--- src/rtl/mipi_rx_pkg.sv ---
// Shared definitions for the MIPI Rx sync generator: short-packet data types and FSM states.
package mipi_rx_pkg;

  localparam int unsigned DT_W = 6;

  localparam logic [DT_W-1:0] DT_VSS = 6'h01;
  localparam logic [DT_W-1:0] DT_VSE = 6'h11;
  localparam logic [DT_W-1:0] DT_HSS = 6'h21;
  localparam logic [DT_W-1:0] DT_HSE = 6'h31;

  typedef enum logic {
    IDLE   = 1'b0,
    ACTIVE = 1'b1
  } sync_state_t;

endpackage

--- src/rtl/mipi_rx_pulse_stretch.sv ---
// Retriggerable pulse stretcher: pulse is high for WIDTH cycles after the last trig.
module mipi_rx_pulse_stretch #(
  parameter int unsigned WIDTH = 1
) (
  input  logic CLKn,
  input  logic RSTn,
  input  logic trig,
  output logic pulse
);

  localparam int unsigned CW = (WIDTH > 1) ? $clog2(WIDTH) : 1;

  // cnt holds the high cycles still owed after the current one
  logic [CW-1:0] cnt;

  always_ff @(posedge CLKn or negedge RSTn) begin
    if (!RSTn) begin
      cnt   <= '0;
      pulse <= 1'b0;
    end else if (trig) begin
      cnt   <= CW'(WIDTH - 1);
      pulse <= 1'b1;
    end else if (cnt != '0) begin
      cnt   <= cnt - CW'(1);
      pulse <= 1'b1;
    end else begin
      pulse <= 1'b0;
    end
  end

endmodule

--- src/rtl/mipi_rx_sync_gen.sv ---
// MIPI Rx sync generator: VC-filtered VSS/VSE/HSS decode into stretched syncs, frame level and counters.
// Optional sequence-error output enabled by defining MIPI_RX_SYNC_ERR_EN.
module mipi_rx_sync_gen
  import mipi_rx_pkg::*;
#(
  parameter int unsigned VC_SEL     = 0,
  parameter int unsigned VS_PULSE_W = 1,
  parameter int unsigned HS_PULSE_W = 1,
  parameter int unsigned LINE_W     = 12,
  parameter int unsigned FRAME_W    = 16
) (
  input  logic               CLKn,
  input  logic               RSTn,
  input  logic [DT_W-1:0]    Rx_cmd_data_type,
  input  logic [1:0]         Rx_cmd_vc,
  input  logic               Rx_cmd_valid,
  output logic               Vsync,
  output logic               Hsync,
  output logic               Frame_active,
  output logic [LINE_W-1:0]  Line_cnt,
  output logic [FRAME_W-1:0] Frame_cnt
`ifdef MIPI_RX_SYNC_ERR_EN
  ,
  output logic               Err_seq
`endif
);

  sync_state_t state;
  logic        accept_c;
  logic        is_vss_c;
  logic        is_vse_c;
  logic        is_hss_c;

  // Command decode for the selected virtual channel; HSE is accepted but unused
  always_comb begin
    accept_c = Rx_cmd_valid && (Rx_cmd_vc == 2'(VC_SEL));
    is_vss_c = accept_c && (Rx_cmd_data_type == DT_VSS);
    is_vse_c = accept_c && (Rx_cmd_data_type == DT_VSE);
    is_hss_c = accept_c && (Rx_cmd_data_type == DT_HSS);
  end

  always_ff @(posedge CLKn or negedge RSTn) begin
    if (!RSTn) begin
      state        <= IDLE;
      Frame_active <= 1'b0;
      Line_cnt     <= '0;
      Frame_cnt    <= '0;
    end else begin
      case (state)
        IDLE: begin
          if (is_vss_c) begin
            state        <= ACTIVE;
            Frame_active <= 1'b1;
          end
        end
        ACTIVE: begin
          if (is_vse_c) begin
            state        <= IDLE;
            Frame_active <= 1'b0;
            Frame_cnt    <= Frame_cnt + FRAME_W'(1);
          end
        end
        default: begin
          state        <= IDLE;
          Frame_active <= 1'b0;
        end
      endcase

      // Saturating line count, restarted by every frame start
      if (is_vss_c) begin
        Line_cnt <= '0;
      end else if (is_hss_c && (state == ACTIVE) && (Line_cnt != '1)) begin
        Line_cnt <= Line_cnt + LINE_W'(1);
      end
    end
  end

`ifdef MIPI_RX_SYNC_ERR_EN
  always_ff @(posedge CLKn or negedge RSTn) begin
    if (!RSTn) begin
      Err_seq <= 1'b0;
    end else begin
      Err_seq <= (is_hss_c && (state == IDLE))   ||
                 (is_vss_c && (state == ACTIVE)) ||
                 (is_vse_c && (state == IDLE));
    end
  end
`endif

  mipi_rx_pulse_stretch #(
    .WIDTH (VS_PULSE_W)
  ) u_vs_stretch (
    .CLKn  (CLKn),
    .RSTn  (RSTn),
    .trig  (is_vss_c),
    .pulse (Vsync)
  );

  mipi_rx_pulse_stretch #(
    .WIDTH (HS_PULSE_W)
  ) u_hs_stretch (
    .CLKn  (CLKn),
    .RSTn  (RSTn),
    .trig  (is_hss_c),
    .pulse (Hsync)
  );

endmodule

--- config.mk ---
export PLATFORM = sky130hd
export DESIGN_NAME = mipi_rx_sync_gen
export DESIGN_NICKNAME = d
export VERILOG_FILES = /design/src/rtl/mipi_rx_pkg.sv /design/src/rtl/mipi_rx_pulse_stretch.sv /design/src/rtl/mipi_rx_sync_gen.sv
export SDC_FILE = /design/constraint.sdc
export NUM_CORES = 1
export LEC_CHECK = 0
export BUFFER_PORTS_ARGS = -buffer_cell sky130_fd_sc_hd__buf_2
export CORE_ASPECT_RATIO = 1.2
export CORE_MARGIN = 1
export CORE_UTILIZATION = 55
export CTS_BUF_LIST = sky130_fd_sc_hd__clkbuf_2
export CTS_CLUSTER_SIZE = 30
export DETAILED_ROUTE_END_ITERATION = 12
export GPL_TIMING_DRIVEN = 0
export PLACE_DENSITY = 0.87
export REMOVE_ABC_BUFFERS = 1
export SLEW_MARGIN = 20
export SYNTH_ARGS = -nofsm -noshare
export SYNTH_HDL_FRONTEND = slang
export SYNTH_SLANG_ARGS = --single-unit
export TNS_END_PERCENT = 30
--- constraint.sdc ---
create_clock -name CLKn -period 3.68 [get_ports CLKn]
set_input_delay 0.368 -clock CLKn [delete_from_list [all_inputs] [get_ports CLKn]]
set_output_delay 0.368 -clock CLKn [all_outputs]
set_load 0.05 [all_outputs]
After elaboration in Yosys (flattened, before gate mapping):

Cells that the tools add are included.

* output and inout port bits: 31
* register bits after elaboration: 34
* bits of input ports: 11

* bitwise gates (word level): 1
* add/sub/neg operators: 4
* reduce and logical (&&, ||, !) cells: 10
* equality and inequality tests: 6
* muxes and demuxes: 16

Operators by type and width (number)
* $mux W12: 2
* $add A16 B1 Y16 const B: 1
* $add A12 B1 Y12 const B: 1
* $mux W1: 12
* $ne A12 B12 Y1 const B: 1
* $eq A6 B1 Y1 const B: 1
* $eq A6 B5 Y1 const B: 1
* $eq A6 B6 Y1 const B: 1
* $logic_and A1 B1 Y1: 6
* $pmux W1 S2: 2
* $reduce_and A2 Y1: 2
* $logic_not A2 Y1: 1
* $ne A2 B1 Y1 const B: 1
* $ne A2 B2 Y1 const B: 1
* $reduce_bool A2 Y1: 1
* $sub A1 B1 Y1 const B: 2
* $not A1 Y1: 1

Logic depth before layout (Yosys ltp):

* word-level depth: 7
* depth in mapped cells: 6
* depth with buffers taken out: 6

Cells and area by module:

Synthesis repeated with hierarchy kept, for this count alone.

* cells, all modules: 155
* area total of the unflattened synthesis: 1540.2 µm²

By module, submodules not included
* mipi_rx_sync_gen: instances 1, cells an instance 153, area an instance 1490.2 µm²
* mipi_rx_pulse_stretch: instances 2, cells an instance 1, area an instance 25.0 µm²

Worst setup path after synthesis:

No wires, ideal clock.

* kind: register to register
* start point: register Line_cnt[0]
* end point: register Line_cnt[4]
* setup time: 0.097 ns
* data arrival time: 2.220 ns
* slack: 1.364 ns
* period minus slack after synthesis: 2.316 ns
* data required time: 3.583 ns
* cell stages (with the launch flop): 7
* path through: dfrtp_1 > ha_1 > nand3_1 > or4_1 > a21oi_1 > o21ai_0 > o31ai_1

* cells in the longest elaborated chain, start to end: 3

Ends and longest elaborated chain
* from (decl): RTL line mipi_rx_sync_gen.sv:20 `output logic [LINE_W-1:0] Line_cnt,`
* from (signal assigned): RTL line mipi_rx_sync_gen.sv:73 `Line_cnt <= Line_cnt + LINE_W'(1);`
* $add A12 B1 Y12 or $ne A12 B12 Y1 (tied branches): RTL line mipi_rx_sync_gen.sv:73, mipi_rx_sync_gen.sv:72
* $mux W12 or $logic_and A1 B1 Y1 (tied branches): RTL line mipi_rx_sync_gen.sv:72 `end else if (is_hss_c && (state == ACTIVE) && (Line_cnt != '1)) begin`
* $mux W12 or $reduce_bool A2 Y1 (tied branches)

Several ways; a longest one is shown, not always the timed one. The select of a mux whose other input is x is not followed.
A chain may end at the register's enable or synchronous reset.

Worst setup path in the final report:

* start point: register Line_cnt[0]
* end point: register Line_cnt[6]

The elaborated chain is that of the path after synthesis.

==> flow_summary_export.csv <==
group,metric,value,unit
clock_network,cts_buffer_depth,2,
placement,io_buffers,41,
routing,via_per_inst,5.953,
routing,post-route-drc-count,0,
grt,overflow,0,
grt,grt_usage,24.77,%
pwr,ir_drop,0.1892,mV
pwr,power.leakage,0.9533,nW
die,die_w,50.43,um
timing,finalClockSkew,6.732,ps
clock_network,clock-root-buffer,"clkbuf_2",
placement,dp.final_hpwl,2425,um
grt,grt_start_max_net_pins,33,
placement,gp_congestion,0.8372,
timing,drv_slew,0,
die,dieArea,0.003031,mm^2
die,num_rows,20,
routing,vias,1393,
die,ioPinCount,42,
clock_network,cts.sinks,32,
routing,drtAntennaViolNets,0,
setup_path,cp-start-kind,"flop",
routing,postRouteWirelength,3352,um
run_status,status,"finished clean",
cells_and_area,diodes,0,
setup_path,path_class,"reg -> reg",
clock_network,cts_tree,"yes",
die,initial_core_util,59.47,%
logic_synthesis,synth_cells,155,
logic_synthesis,ys_ff_latch,32,
cells_and_area,syn2layout_area_growth,17.62,%
timing,fmax,420.6,MHz
timing,finalHoldViolCount,0,
placement,place_area,0.001785,mm^2
clock_network,cts_buffers,5,
setup_path,arrival,2640,ps
cells_and_area,drive_gt1_share,26.87,%
placement,place_ws,1315,ps
routing,routedWlPerCell,14.32,um
cells_and_area,final_area,0.001821,mm^2
grt,grt_pass1_wl,5485,um
routing,drt_iter0_markers,63,
grt,met3_usage,6.107,%
timing,slew_headroom,52.13,%
logic_synthesis,synth_area,0.001548,mm^2
cells_and_area,fin_nets,214,
clock_network,postCtsSetupBuffers,0,
timing,max_slew.worst_pin.slew,718.1,ps
grt,grt_busiest_layer,"met2",
clock_network,cts_max_level,2,
clock_network,clk_pin_slew_worst_paths,150,ps
timing,min_period,2377,ps
logic_synthesis,synth.avg_cell_area,9.985,um^2
clock_network,clk_latency,350,ps
setup_path,cp.required,3940,ps
logic_synthesis,synth_edf_count,0,
setup_path,crit_path_end_kind,"flop",
logic_synthesis,synthFlopType,"dfrtp_1",
routing,dr.pass1.iters,5,
timing,finalWorstSetupSlack,1303,ps
timing,setup-tns-final,0,ps
grt,use_met1,26.61,%
min_path,hold_path.class,"in -> async",
setup_path,worstPathMaxFanout,8,
logic_synthesis,async_flop_share,100.0,%
die,fp.dieH,60.11,um
timing,finalCritPeriodShare,64.61,%
grt,grt_use_met2,44.76,%
clock_network,cts_resized,0,
pwr,power,0.5500,mW
logic_synthesis,synth-seq-area-share,51.74,%
logic_synthesis,yosysWarnings,0,
die,core-area,0.002603,mm^2
logic_synthesis,synth_cell_types,32,
timing,rsz0062_at_grt,"false",
grt,grt_pass1_vias,1266,
grt,antenna_found_initial,0,
job,maxCapViolations,0,
timing,setup-violations-final,0,
clock_network,cts_hold_buffers,0,
pwr,powerDensity,302.1,mW/mm^2
==> final timing paths <==
kind / start / endpoint / slack [ps] / depth (start not counted)
max in group asynchronous: RSTn / u_vs_stretch.pulse$_DFF_PN0_ / 3180 / 1
hold reg to reg: Frame_cnt[15]$_DFFE_PN0P_ / Frame_cnt[15]$_DFFE_PN0P_ / 480 / 1
setup / recovery: Line_cnt[0]$_DFFE_PN0P_ / Line_cnt[6]$_DFFE_PN0P_ / 1300 / 6
hold / removal: RSTn / Line_cnt[7]$_DFFE_PN0P_ / 50 / 1
min in group CLKn: Rx_cmd_data_type[5] / u_hs_stretch.pulse$_DFF_PN0_ / 280 / 3
setup reg to reg: Line_cnt[0]$_DFFE_PN0P_ / Line_cnt[6]$_DFFE_PN0P_ / 1300 / 6
==> cell type report <==
| class | instances | area, um^2 |
|---|---|---|
| Inverter | 5 | 18.77 |
| Sequential cell | 32 | 800.8 |
| Timing Repair Buffer | 41 | 205.2 |
| Fill cell | 197 | 782.0 |
| Clock inverter | 1 | 5.005 |
| Clock buffer | 6 | 30.03 |
| Multi-Input combinational cell | 116 | 719.4 |
| Tap cell | 33 | 41.29 |
==> state kept, by name, indices dropped and copies added, names as in the netlist <==
| register | cells |
|---|---|
| u_vs_stretch.pulse | 1 |
| Frame_cnt | 16 |
| Frame_active | 1 |
| u_hs_stretch.pulse | 1 |
| state | 1 |
| Line_cnt | 12 |
==> cell families after synthesis <==
family,count (synthesis),share of synthesized area (%)
and+or+nand+nor,72,26.44
AOI/OAI and AO/OA,26,9.378
buffers and inverters,7,1.778
DFF,32,51.74
xor gates and xnor gates,16,9.055
adders and majority gates,2,1.617
==> metal layers <==
metal	share of wire [%]	vias up	wire, um
met2	52	66	1738
li1	-	651	-
met1	40	659	1329
met4	2.3	0	78
met5	0	-	0
met3	6.1	17	206
==> through the flow <==
stage	hold WS, ps	util [%]	cells
after floorplan	72.41	-	153
after global placement	442.1	68.61	227
after detailed placement	461.4	68.61	227
after CTS	59.36	69.95	234
after global routing	63.51	69.95	234
final	48.85	69.95	234
==> layout by cell type, fill, tap and decap left out, types with 2 or more instances in the layout <==
master / Yosys / layout
buf_2: 1 / 41
dfrtp_1: 32 / 32
nand2_1: 14 / 14
o21ai_0: 14 / 14
xnor2_1: 14 / 14
nand3_1: 12 / 12
nor2_1: 11 / 11
nand4_1: 8 / 8
and3_1: 6 / 6
clkbuf_2: 0 / 6
inv_1: 5 / 5
nor3_1: 5 / 5
or3_1: 4 / 4
a21oi_1: 4 / 4
o31ai_1: 3 / 3
nor4_1: 2 / 2
a31oi_1: 2 / 2
xor2_1: 2 / 2
ha_1: 2 / 2
==> cells in the mapped netlist, types with 2 or more instances <==
master | count | area share [%]
a21oi_1 | 4 | 1.3
a31oi_1 | 2 | 0.81
and3_1 | 6 | 2.4
dfrtp_1 | 32 | 52
ha_1 | 2 | 1.6
inv_1 | 5 | 1.2
nand2_1 | 14 | 3.4
nand3_1 | 12 | 3.9
nand4_1 | 8 | 3.2
nor2_1 | 11 | 2.7
nor3_1 | 5 | 1.6
nor4_1 | 2 | 0.81
o21ai_0 | 14 | 4.5
o31ai_1 | 3 | 1.5
or3_1 | 4 | 1.6
xnor2_1 | 14 | 7.9
xor2_1 | 2 | 1.1
==> power by group <==
part | internal [mW] | switching (mW)
clock network | 0.0454 | 0.111
logic | 0.00903 | 0.0251
registers | 0.356 | 0.00420
==> critical path, cell delays in order, from the launching register on <==
cell     delay [ps]
dfrtp_1         460
ha_1            220
nand3_1         200
or4_1           570
a21oi_1         510
o21ai_0         210
o31ai_1         110
Power figures use the tool's default switching activity.
